<file path="config.mk">
export PLATFORM = sky130hd
export DESIGN_NAME = apb_req_arbiter
export DESIGN_NICKNAME = d
export VERILOG_FILES = /design/src/rtl/apb_pkg.sv /design/src/rtl/rr_arbiter.sv /design/src/rtl/apb_req_arbiter.sv
export SDC_FILE = /design/constraint.sdc
export NUM_CORES = 1
export LEC_CHECK = 0
export CAP_MARGIN = 20
export CORE_AREA = 2 2 166 168
export CTS_CLUSTER_SIZE = 25
export DETAILED_ROUTE_END_ITERATION = 7
export DIE_AREA = 0 0 168 170
export PLACE_DENSITY = 0.72
export SYNTH_ARGS = -nofsm -noshare
export SYNTH_HDL_FRONTEND = slang
export SYNTH_SLANG_ARGS = --single-unit
</file>
<file path="constraint.sdc">
create_clock -name pclk -period 4.31 [get_ports pclk]
set_input_delay 0.431 -clock pclk [delete_from_list [all_inputs] [get_ports pclk]]
set_output_delay 0.431 -clock pclk [all_outputs]
set_load 0.01 [all_outputs]
</file>
<file path="src/rtl/apb_pkg.sv">
// apb_pkg: shared types and constants for the APB requester arbiter.
//   ADDR_WIDTH / DATA_WIDTH / STRB_WIDTH  default APB bus widths
//   PPROT_DEFAULT                         protection attributes driven on every access
//   apb_state_e                           APB phase state encoding
//   apb_cmd_t                             registered command of the granted client
package apb_pkg;

  localparam int ADDR_WIDTH = 32;
  localparam int DATA_WIDTH = 32;
  localparam int STRB_WIDTH = DATA_WIDTH / 8;

  localparam logic [2:0] PPROT_DEFAULT = 3'b000;

  typedef enum logic [1:0] {
    APB_IDLE   = 2'd0,
    APB_SETUP  = 2'd1,
    APB_ACCESS = 2'd2
  } apb_state_e;

  typedef struct packed {
    logic                  write;
    logic [ADDR_WIDTH-1:0] addr;
    logic [DATA_WIDTH-1:0] wdata;
    logic [STRB_WIDTH-1:0] strb;
  } apb_cmd_t;

endpackage

</file>
<file path="src/rtl/rr_arbiter.sv">
// rr_arbiter: combinational round-robin pick among N requesters.
//   req      in   N        pending requests
//   ptr      in   IDX_W    highest-priority index for this pick
//   en       in   1        allow a grant this cycle
//   gnt      out  N        one-hot grant (all zero when en=0 or no request)
//   gnt_idx  out  IDX_W    binary index of the granted requester
module rr_arbiter #(
  parameter int N     = 4,
  parameter int IDX_W = $clog2(N)
) (
  input  logic [N-1:0]     req,
  input  logic [IDX_W-1:0] ptr,
  input  logic             en,
  output logic [N-1:0]     gnt,
  output logic [IDX_W-1:0] gnt_idx
);

  logic             found;
  logic [IDX_W-1:0] cand;

  // Walk from ptr upward with wrap; the first pending request wins.
  always_comb begin
    gnt     = '0;
    gnt_idx = '0;
    found   = 1'b0;
    cand    = '0;
    for (int i = 0; i < N; i++) begin
      cand = IDX_W'((int'(ptr) + i) % N);
      if (en && !found && req[cand]) begin
        found     = 1'b1;
        gnt[cand] = 1'b1;
        gnt_idx   = cand;
      end
    end
  end

endmodule

</file>
<file path="src/rtl/apb_req_arbiter.sv">
// apb_req_arbiter: shares one APB requester port between NUM_REQ clients
// (round-robin) and sequences SETUP/ACCESS phases.
//   pclk, presetn                   clock, async active-low reset
//   req_valid/req_ready             per-client handshake (ready one-hot, IDLE only)
//   req_write/addr/wdata/strb       per-client command, packed client-major
//   rsp_valid                       one-cycle completion pulse to the owner
//   rsp_rdata, rsp_slverr           shared completion data/status
//   psel..pprot                     APB requester outputs
//   pready, pslverr, prdata         APB completer response
// Optional build macro APB_TIMEOUT_EN: abandons an ACCESS phase after
// TIMEOUT_CYCLES wait states and reports it as a slave error.
//
// state      | meaning
// APB_IDLE   | arbitrate; grant registers the winner's command
// APB_SETUP  | psel=1, penable=0 for one cycle
// APB_ACCESS | psel=1, penable=1 until pready (or timeout)
module apb_req_arbiter
  import apb_pkg::*;
#(
  parameter int NUM_REQ        = 4,
  parameter int ADDR_WIDTH     = apb_pkg::ADDR_WIDTH,
  parameter int DATA_WIDTH     = apb_pkg::DATA_WIDTH,
  parameter int STRB_WIDTH     = apb_pkg::STRB_WIDTH,
  parameter int TIMEOUT_CYCLES = 16
) (
  input  logic                           pclk,
  input  logic                           presetn,
  input  logic [NUM_REQ-1:0]             req_valid,
  output logic [NUM_REQ-1:0]             req_ready,
  input  logic [NUM_REQ-1:0]             req_write,
  input  logic [NUM_REQ*ADDR_WIDTH-1:0]  req_addr,
  input  logic [NUM_REQ*DATA_WIDTH-1:0]  req_wdata,
  input  logic [NUM_REQ*STRB_WIDTH-1:0]  req_strb,
  output logic [NUM_REQ-1:0]             rsp_valid,
  output logic [DATA_WIDTH-1:0]          rsp_rdata,
  output logic                           rsp_slverr,
  output logic                           psel,
  output logic                           penable,
  output logic                           pwrite,
  output logic [ADDR_WIDTH-1:0]          paddr,
  output logic [DATA_WIDTH-1:0]          pwdata,
  output logic [STRB_WIDTH-1:0]          pstrb,
  output logic [2:0]                     pprot,
  input  logic                           pready,
  input  logic                           pslverr,
  input  logic [DATA_WIDTH-1:0]          prdata
);

  localparam int IDX_W = $clog2(NUM_REQ);

  apb_state_e state_q, state_d;
  apb_cmd_t   cmd_q;

  logic [IDX_W-1:0]      owner_q;
  logic [IDX_W-1:0]      rr_ptr_q;
  logic [NUM_REQ-1:0]    gnt;
  logic [IDX_W-1:0]      gnt_idx;
  logic                  arb_en;
  logic                  access_done;
  logic                  access_tmo;

  logic [ADDR_WIDTH-1:0] sel_addr;
  logic [DATA_WIDTH-1:0] sel_wdata;
  logic [STRB_WIDTH-1:0] sel_strb;

  logic [NUM_REQ-1:0]    rsp_valid_q;
  logic [DATA_WIDTH-1:0] rsp_rdata_q;
  logic                  rsp_slverr_q;

  // presetn in the enable keeps req_ready low while reset is held.
  assign arb_en = (state_q == APB_IDLE) && presetn;

  rr_arbiter #(
    .N     (NUM_REQ),
    .IDX_W (IDX_W)
  ) u_rr_arbiter (
    .req     (req_valid),
    .ptr     (rr_ptr_q),
    .en      (arb_en),
    .gnt     (gnt),
    .gnt_idx (gnt_idx)
  );

  assign sel_addr  = req_addr [int'(gnt_idx)*ADDR_WIDTH +: ADDR_WIDTH];
  assign sel_wdata = req_wdata[int'(gnt_idx)*DATA_WIDTH +: DATA_WIDTH];
  assign sel_strb  = req_strb [int'(gnt_idx)*STRB_WIDTH +: STRB_WIDTH];

  assign access_done = (state_q == APB_ACCESS) && pready;

`ifdef APB_TIMEOUT_EN
  logic [7:0] tmo_cnt_q;

  always_ff @(posedge pclk or negedge presetn) begin
    if (!presetn) begin
      tmo_cnt_q <= '0;
    end else if (state_q == APB_SETUP) begin
      tmo_cnt_q <= '0;
    end else if ((state_q == APB_ACCESS) && !pready) begin
      tmo_cnt_q <= tmo_cnt_q + 8'd1;
    end
  end

  // Fires on the TIMEOUT_CYCLES-th ACCESS cycle that still sees no pready.
  assign access_tmo = (state_q == APB_ACCESS) && !pready &&
                      (tmo_cnt_q == 8'(TIMEOUT_CYCLES - 1));
`else
  logic unused_tmo_cfg;
  assign unused_tmo_cfg = (TIMEOUT_CYCLES != 0);
  assign access_tmo     = 1'b0;
`endif

  always_comb begin
    state_d = state_q;
    case (state_q)
      APB_IDLE:   if (|gnt) state_d = APB_SETUP;
      APB_SETUP:  state_d = APB_ACCESS;
      APB_ACCESS: if (access_done || access_tmo) state_d = APB_IDLE;
      default:    state_d = APB_IDLE;
    endcase
  end

  always_ff @(posedge pclk or negedge presetn) begin
    if (!presetn) begin
      state_q  <= APB_IDLE;
      cmd_q    <= '0;
      owner_q  <= '0;
      rr_ptr_q <= '0;
    end else begin
      state_q <= state_d;
      if (|gnt) begin
        cmd_q.write <= req_write[gnt_idx];
        cmd_q.addr  <= sel_addr;
        cmd_q.wdata <= sel_wdata;
        cmd_q.strb  <= req_write[gnt_idx] ? sel_strb : '0;
        owner_q     <= gnt_idx;
        rr_ptr_q    <= (gnt_idx == IDX_W'(NUM_REQ - 1)) ? '0 : gnt_idx + 1'b1;
      end
    end
  end

  // Completion is reported the cycle after the ACCESS phase ends.
  always_ff @(posedge pclk or negedge presetn) begin
    if (!presetn) begin
      rsp_valid_q  <= '0;
      rsp_rdata_q  <= '0;
      rsp_slverr_q <= 1'b0;
    end else begin
      rsp_valid_q <= '0;
      if (access_done) begin
        rsp_valid_q  <= NUM_REQ'(1) << owner_q;
        rsp_rdata_q  <= cmd_q.write ? '0 : prdata;
        rsp_slverr_q <= pslverr;
      end else if (access_tmo) begin
        rsp_valid_q  <= NUM_REQ'(1) << owner_q;
        rsp_rdata_q  <= '0;
        rsp_slverr_q <= 1'b1;
      end
    end
  end

  assign req_ready  = gnt;
  assign rsp_valid  = rsp_valid_q;
  assign rsp_rdata  = rsp_rdata_q;
  assign rsp_slverr = rsp_slverr_q;

  assign psel    = (state_q == APB_SETUP) || (state_q == APB_ACCESS);
  assign penable = (state_q == APB_ACCESS);
  assign pwrite  = cmd_q.write;
  assign paddr   = cmd_q.addr;
  assign pwdata  = cmd_q.wdata;
  assign pstrb   = cmd_q.strb;
  assign pprot   = PPROT_DEFAULT;

endmodule

</file>
# Word level (Yosys, flattened, before mapping)
# Index checks and enable logic that the tools add are counted.
op_classes:
  n_addsub: 4
  multipliers: 0
  n_div: 0
  order_cmp: 9
  n_eq_ne: 5
  n_shift: 4
  muxes: 36
  bitwise_logic: 3
  n_reduce_logical: 20
ops:
  columns: ["cell", "count"]
  rows:
  - ["$shiftx 128x8->32", 2]
  - ["$mux 32", 1]
  - ["$mux 4", 6]
  - ["$shiftx 16x5->4", 1]
  - ["$lt 2x3->1 const B", 5]
  - ["$mux 2", 7]
  - ["$logic_and 1x1->1", 13]
  - ["$mux 1", 12]
  - ["$or 4x4->4", 3]
  - ["$bmux 1 s2", 5]
  - ["$demux 1 s2", 4]
  - ["$ge 2x1->1 const B", 4]
  - ["$pmux 2 s3", 1]
  - ["$add 2x1->2 const B", 2]
  - ["$add 2x2->2 const B", 2]
  - ["$eq 2x2->1 const B", 2]
  - ["$ne 2x1->1 const B", 2]
  - ["$reduce_or 4->1", 1]
  - ["$shl 1x2->4 const A", 1]
  - ["$logic_not 1->1", 3]
  - ["$eq 2x1->1 const B", 1]
  - ["$logic_not 2->1", 1]
  - ["$reduce_and 2->1", 1]
  - ["$logic_or 1x1->1", 1]
totals:
  ff_bits: 112
  latch_bits: 0
  mem_bits_rw: 0
  romBits: 0
  in_bits: 316
  out_inout_bits: 115
  word_cells: 91
  memories: 0

# Longest topological paths before layout
# Gate-level depths: netlist (run 1).
logic_depth:
  ltp_word: 19
  depth_mapped: 13
  mapped_depth_nobuf: 9

# By module
# From an unflattened synthesis (run 1), not the netlist that was laid out.
hier_totals:
  cells_unflattened: 494
  hier_area_um2: 6613.8
by_module_without_submodules:
  columns: ["mod", "instances", "cells_each", "area_each_um2", "seq_area_each_um2"]
  rows:
  - ["apb_req_arbiter", 1, 425, 6050.8, 2802.7]
  - ["rr_arbiter", 1, 69, 563.0, 0.0]

# Least setup slack after synthesis (run 1)
# No wires, ideal clock.
synth_path:
  kind: "flip-flop to flip-flop"
  start: "reg rr_ptr_q[1]"
  end: "reg cmd_q, in the netlist pstrb[0]"
  setup_time_ns: 0.104
  t_arrival_ns: 3.100
  required_time_ns: 4.206
  path_slack_ns: 1.106
  path_stages_with_launch: 11
  n_path_buf: 2
  period_less_slack_ns: 3.204
  cell_sequence: "dfrtp_1 -> clkbuf_1 -> inv_1 -> ha_1 -> mux4_2 -> nor4_4 -> nand2b_1 -> and3_1 -> buf_6 -> mux2_4 -> o41ai_2"
synth_via:
  elab_chain_cells: 19
  elab_cells_between_ends: 60
  cone_classes: "3 x add/sub; 8 x order compare; 1 x shift; 30 x mux; 3 x bitwise; 15 x reduce/logical"
synth_rtl:
  columns: ["element", "line_no", "source"]
  rows:
  - ["from (decl)", "apb_req_arbiter.sv:55", "logic [IDX_W-1:0] rr_ptr_q;"]
  - ["from (signal assigned)", "apb_req_arbiter.sv:136", "rr_ptr_q <= (gnt_idx == IDX_W'(NUM_REQ - 1)) ? '0 : gnt_idx + 1'b1;"]
  - ["parallel branches: the longest is 19 deep, another holds $add 2x1->2", null, null]
  - ["to (decl)", "apb_req_arbiter.sv:52", "apb_cmd_t cmd_q;"]
# Parallel ways; which one is timed is not known. The select of a mux whose other input is x is not followed.
# A chain may end at the register's enable or synchronous reset.

# Worst setup path after layout (run 1)
layout_path:
  start: "reg rr_ptr_q[1]"
  end: "out req_ready[3]"
layout_via:
  elab_chain_cells: 16
  elab_cells_between_ends: 51
  cone_classes: "3 x add/sub; 8 x order compare; 23 x mux; 3 x bitwise; 14 x reduce/logical"
layout_rtl:
  columns: ["element", "line_no", "source"]
  rows:
  - ["parallel branches: the longest is 15 deep, another holds $lt 2x3->1", null, null]
  - ["$mux 4 (*)", "rr_arbiter.sv:29", "if (en && !found && req[cand]) begin"]
  - ["to (decl)", "apb_req_arbiter.sv:29", "output logic [NUM_REQ-1:0] req_ready,"]
# Every way passes the cells marked *. The select of a mux whose other input is x is not followed.

==> flow_summary.yaml, run 1 <==
outcome:
  outcome: "completed"
detailed_routing:
  wl_per_cell_um: 16.91
  drt_iter0_markers: 490
  drt_wl_total_um: 27830
  drtPass1Iterations: 5
  vias: 7781
  avgViaCountPerCell: 4.730
  drc: 0
  ant_nets: 0
grt:
  antenna_found_initial: 4
  grt_overflow: 0
  grt_first_pass_wirelength_um: 41770
  grt_pass1_vias: 7428
  grt_max_degree: 72
  grt_usage_pct: 18.76
timing:
  tns_ps: 0
  period_needed_ps: 3833
  relSlewSlack_pct: 62.17
  fmax_mhz: 260.9
  slew_violations: 0
  fin_crit_sh_pct: 88.94
  finalSetupViolCount: 0
  skew_ps: 16.85
  finalHoldViolCount: 0
  rsz0062_at_grt: "false"
  tightest_slew_ps: 567.5
setup_path:
  cp_max_fo: 10
  slowest_delay_ps: 660
  crit_chain: "inv_1 -> ha_1 -> mux4_2 -> nor4_4 -> a221oi_1 -> inv_1 -> clkdlybuf4s50_1"
  cp_slowest_cell: "mux4_2"
  crit_arrival_ps: 3400
  cp-start-kind: "flop"
  critPathRequiredTime_ps: 3880
  crit_type: "reg -> out"
  end_kind: "output pin"
  path_common_cell: "inv_1"
clocking:
  htree_levels: 3
  numCtsBuffers: 9
  cts_hold_buf: 0
  clockBufferDepth: 2
  cts_root_buffer: "clkbuf_16"
  cts_resized: 0
  clk_pin_slew_worst_paths_ps: 90
  numClockSinks: 112
  cts_setup_buffers: 0
  clkLatencyLatePin_ps: 360
  tritoncts: "done"
yosys:
  synth_edf_count: 0
  avgSynthCellArea_sq_um: 7.723
  mappedNetlistArea_sq_um: 7074
  yosysUniqueCellTypes: 38
  yosysWarnings: 0
  yosys.area.top_type: "dfrtp_1"
  synth_top_flop_cell: "dfrtp_1"
  syn_inst: 916
  yosys.area.top_type_share_pct: 39.62
  yosys-top-cells-area: "dfrtp_1 (40%), nand2_1 (20%), and3_1 (12%)"
  synthArstFlopShare_pct: 100.0
  ys_seq_elements: 112
  ys_seq_area_share_pct: 39.62
placement:
  place_hpwl_um: 20900
  io_buffers: 427
  gp_congestion: 0.8385
pwr:
  vdd_drop_max_v: 0.0002337
  p_seq_share_pct: 25.9
  clkPwrFrac_pct: 13.1
  intPower_mw: 4.027
  p_sw_share_pct: 41.78
  p_leak_nw: 5.497
  p_sw_mw: 2.889
  power_density_nw_per_um2: 577.0
  p_total_mw: 6.916
  power.share.combinational_pct: 61.0
die:
  die_w_um: 168
  die_h_um: 170
  ioPinCount: 431
  fp-row-count: 60
  dieArea_sq_um: 28560
  coreArea_sq_um: 26650
  start_util_pct: 26.54
cells_and_area:
  drive_gt1_share_pct: 4.077
  final_net_count: 1623
  area_growth_pct: 69.44
  final_cell_mix: "clkdlybuf4s50_1 (426), nand2_1 (381), and3_1 (136)"
  layout_commonest_cell: "clkdlybuf4s50_1"
hold_path:
  hold_path_class: "in -> async"
run:
  cap_violations: 0
per-stage QoR:
| stage | utilization (%) | setup WS [ps] | hold slack, ps | instances | area, sq um |
|---|---|---|---|---|---|
| floorplan | - | 1106 | 135.4 | 918 | 7082 |
| global placement | 43.58 | 737.2 | 458.3 | 1623 | 11610 |
| detailed placement | 43.58 | 592.1 | 464.7 | 1623 | 11610 |
| CTS | 44.76 | 479.3 | 206.3 | 1639 | 11930 |
| global route | 44.98 | 300.1 | 226.3 | 1645 | 11990 |
| finish | 44.98 | 476.6 | 185.7 | 1645 | 11990 |
final timing paths:
path	from	endpoint	slack [ps]	cells past startpoint
max	rr_ptr_q[1]$_DFFE_PN0P_	req_ready[3]	480	7
min	presetn	rsp_rdata[20]$_DFFE_PN0P_	190	2
max reg2reg	rr_ptr_q[1]$_DFFE_PN0P_	pstrb[1]$_DFFE_PN0P_	550	10
min reg2reg	paddr[13]$_DFFE_PN0P_	paddr[13]$_DFFE_PN0P_	480	2
max in group asynchronous	presetn	pstrb[1]$_DFFE_PN0P_	2990	4
min in group pclk	paddr[13]$_DFFE_PN0P_	paddr[13]$_DFFE_PN0P_	480	2
synth_stat cells, types with 2 or more instances:
| library cell | n |
|---|---|
| nand2_1 | 382 |
| and3_1 | 137 |
| dfrtp_1 | 112 |
| o31ai_1 | 64 |
| buf_2 | 34 |
| nand2b_1 | 34 |
| o21ai_0 | 34 |
| clkbuf_1 | 33 |
| ha_1 | 12 |
| inv_1 | 9 |
| a21oi_1 | 6 |
| buf_4 | 5 |
| buf_6 | 5 |
| mux2i_1 | 5 |
| a221oi_1 | 4 |
| mux4_2 | 4 |
| nand3b_1 | 4 |
| o41ai_2 | 4 |
| mux2_1 | 3 |
| nand3_1 | 3 |
| and4_1 | 2 |
| nor2_1 | 2 |
| nor3b_1 | 2 |
| o21ai_1 | 2 |
worst max-delay path: cells and delay by family, from the launching register on:
kind                     cells  cell delay, ps
AO/OA/AOI/OAI                1             180
adder cells (fa/ha/maj)      1             390
buffers and inverters        3             810
flip-flops                   1             580
multiplexers                 1             660
AND/OR/NAND/NOR              1             430
cell families (layout without fill, tap and decap cells):
kind of cell    after synthesis  count (layout)  share of synthesized area (%)
fa+ha+maj                    12              12                          2.122
other cells                   1               7                        0.05301
mux                          14              14                          2.830
simple gates                571             571                          37.58
flops                       112             112                          39.62
xor+xnor                      1               1                         0.1238
compound gates              119             119                          11.71
buf+inv                      86             468                          5.960
power groups by stage:
stage | Combinational, mW | Clock, mW | Sequential (mW)
CTS | 4.26 | 0.946 | 1.80
global route | 4.63 | 0.974 | 1.85
finish | 4.22 | 0.908 | 1.79
global placement | 4.20 | 0 | 1.79
detailed placement | 4.25 | 0 | 1.81
floorplan | 2.20 | 0 | 1.99
flip-flops by register name, summed over array words and instances (netlist names):
register and flops:
owner_q 2, paddr 32, pstrb 4, pwdata 32, pwrite 1, rr_ptr_q 2, rsp_rdata 32, rsp_slverr 1
rsp_valid 4, state_q 2
metal layers:
layer	up-vias	global-route usage [%]	share of wire, %
met2	328	33.09	50
li1	3818	-	-
met4	0	5.595	1.8
met3	25	4.512	7.3
met5	-	0	0
met1	3610	22.67	41
cell type report:
class | count | area, sq um
Antenna cell | 4 | 10.01
Clock buffer | 9 | 225.2
Clock inverter | 7 | 88.84
Fill cell | 2616 | 14660
Inverter | 9 | 33.78
Multi-Input combinational cell | 720 | 3887
Sequential cell | 112 | 2803
Tap cell | 341 | 426.7
Timing Repair Buffer | 443 | 4512
No activity file was read; power rests on OpenSTA's default activity.
==> run 2: changes to the inputs <==
--- a/config.mk
+++ b/config.mk
@@ -10,7 +10,9 @@
 export CTS_CLUSTER_SIZE = 25
 export DETAILED_ROUTE_END_ITERATION = 7
 export DIE_AREA = 0 0 168 170
+export MAX_ROUTING_LAYER = met4
 export PLACE_DENSITY = 0.72
 export SYNTH_ARGS = -nofsm -noshare
 export SYNTH_HDL_FRONTEND = slang
 export SYNTH_SLANG_ARGS = --single-unit
+export TNS_END_PERCENT = 5
==> flow_summary.yaml, run 2 (synthesis gave the netlist of run 1 again) <==
placement:
  place_hpwl_um: 20900
  pre_cts_slack_ps: 592.1
  io_buffers: 427
  gp_congestion: 0.8515
  placed_cell_area_sq_um: 11610
outcome:
  outcome: "completed"
timing:
  finalSetupViolCount: 0
  fmax_mhz: 260.9
  fin_crit_sh_pct: 88.93
  slew_violations: 0
  skew_ps: 18.32
  fin_ws_ps: 476.9
  fin_hold_ws_ps: 191.8
  relSlewSlack_pct: 62.22
  finalHoldViolCount: 0
  tns_ps: 0
  rsz0062_at_grt: "false"
  tightest_slew_ps: 566.7
  period_needed_ps: 3833
clocking:
  numClockSinks: 112
  cts_hold_buf: 0
  cts_root_buffer: "clkbuf_16"
  numCtsBuffers: 9
  clkLatencyLatePin_ps: 360
  clockBufferDepth: 2
  clk_pin_slew_worst_paths_ps: 90
  htree_levels: 3
  tritoncts: "done"
  cts_resized: 0
  cts_setup_buffers: 0
detailed_routing:
  drt_iter0_markers: 442
  drt_wl_total_um: 27850
  drc: 0
  drtPass1Iterations: 5
  avgViaCountPerCell: 4.719
  wl_per_cell_um: 16.93
  vias: 7762
  ant_nets: 0
cells_and_area:
  final_net_count: 1623
  final_cell_area_sq_um: 11990
  area_growth_pct: 69.44
  fillers: 2615
  layout_commonest_cell: "clkdlybuf4s50_1"
  final-seq-area_sq_um: 2803
  drive_gt1_share_pct: 4.077
  final_cell_mix: "clkdlybuf4s50_1 (426), nand2_1 (381), and3_1 (136)"
  multiInputGateArea_sq_um: 3887
pwr:
  vdd_drop_max_v: 0.0002310
  power_density_nw_per_um2: 577.7
  p_leak_nw: 5.497
setup_path:
  crit_type: "reg -> out"
  r2r_slack_ps: 540
  end_kind: "output pin"
  reg2reg_depth: 10
  reg2reg_to: "pstrb[1]$_DFFE_PN0P_"
  crit_arrival_ps: 3400
  critPathRequiredTime_ps: 3880
  cp_max_fo: 10
  r2r_start: "rr_ptr_q[1]$_DFFE_PN0P_"
  cp-start-kind: "flop"
grt:
  grt_first_pass_wirelength_um: 41660
  grt_pass1_vias: 7464
  grt_overflow: 0
  antenna_found_initial: 4
  grt_usage_pct: 19.32
  grt_max_degree: 72
die:
  dieArea_sq_um: 28560
  fp-row-count: 60
  coreArea_sq_um: 26650
  die_w_um: 168
  ioPinCount: 431
  start_util_pct: 26.54
  die_h_um: 170
hold_path:
  hold_path_class: "in -> async"
run:
  cap_violations: 0
run 2: cell counts in the layout (fill, tap and decap cells not counted):
Identical to the previous run, type by type.
run 2: per-stage QoR:
step / std cells / util [%] / power [mW]
finish: 1645 / 44.98 / 6.925
global route: 1645 / 44.98 / 7.461
CTS: 1639 / 44.76 / 6.999
detailed placement: 1623 / 43.58 / 6.066
global placement: 1623 / 43.58 / 5.985
floorplan: 918 / - / 4.191
run 2: worst max-delay path by stage:
| stage | from | end | slack, ps | depth (start not counted) |
|---|---|---|---|---|
| after detailed placement | rr_ptr_q[1]$_DFFE_PN0P_ | pstrb[1]$_DFFE_PN0P_ | 590 | 10 |
| after global routing | rr_ptr_q[1]$_DFFE_PN0P_ | req_ready[0] | 300 | 7 |
| after global placement | rr_ptr_q[1]$_DFFE_PN0P_ | pstrb[1]$_DFFE_PN0P_ | 740 | 10 |
| after CTS | rr_ptr_q[1]$_DFFE_PN0P_ | req_ready[3] | 480 | 7 |
| final | rr_ptr_q[1]$_DFFE_PN0P_ | req_ready[3] | 480 | 7 |
| after floorplan | rr_ptr_q[1]$_DFFE_PN0P_ | pstrb[0]$_DFFE_PN0P_ | 1110 | 10 |
run 2: worst max-delay path, cell delays in order (launching register included):
cell and delay (ps):
dfrtp_1 580, inv_1 180, ha_1 390, mux4_2 660
nor4_4 420, a221oi_1 180, inv_1 100, clkdlybuf4s50_1 540
run 2: final cells by class:
type | count | share of cell area (%)
sequential | 112 | 23.38
multi-input combinational | 720 | 32.43
timing repair buffer | 443 | 37.64
clock inverter | 7 | 0.7411
inverter | 9 | 0.2818
tap | 341 | 3.559
antenna | 4 | 0.08351
clock buffer | 9 | 1.879
run 2: where the power goes:
group          internal [mW]  switching [mW]
registers               1.53           0.260
logic                   2.07            2.15
clock network          0.422           0.486
run 2: layer usage:
metal	GRT usage, %	vias up	wire length [um]
li1	-	3819	-
met1	23.32	3601	11830
met2	33.13	317	13790
met3	3.442	25	1727
met4	5.595	0	498
met5	-	-	0
==> run 3: changes to the inputs <==
--- a/config.mk
+++ b/config.mk
@@ -12,6 +12,7 @@
 export DIE_AREA = 0 0 168 170
 export MAX_ROUTING_LAYER = met4
 export PLACE_DENSITY = 0.72
+export SKIP_LAST_GASP = 1
 export SYNTH_ARGS = -nofsm -noshare
 export SYNTH_HDL_FRONTEND = slang
 export SYNTH_SLANG_ARGS = --single-unit
==> results of run 3 <==
Same layout as run 2: the final DEF is identical, and so are final timing and power.
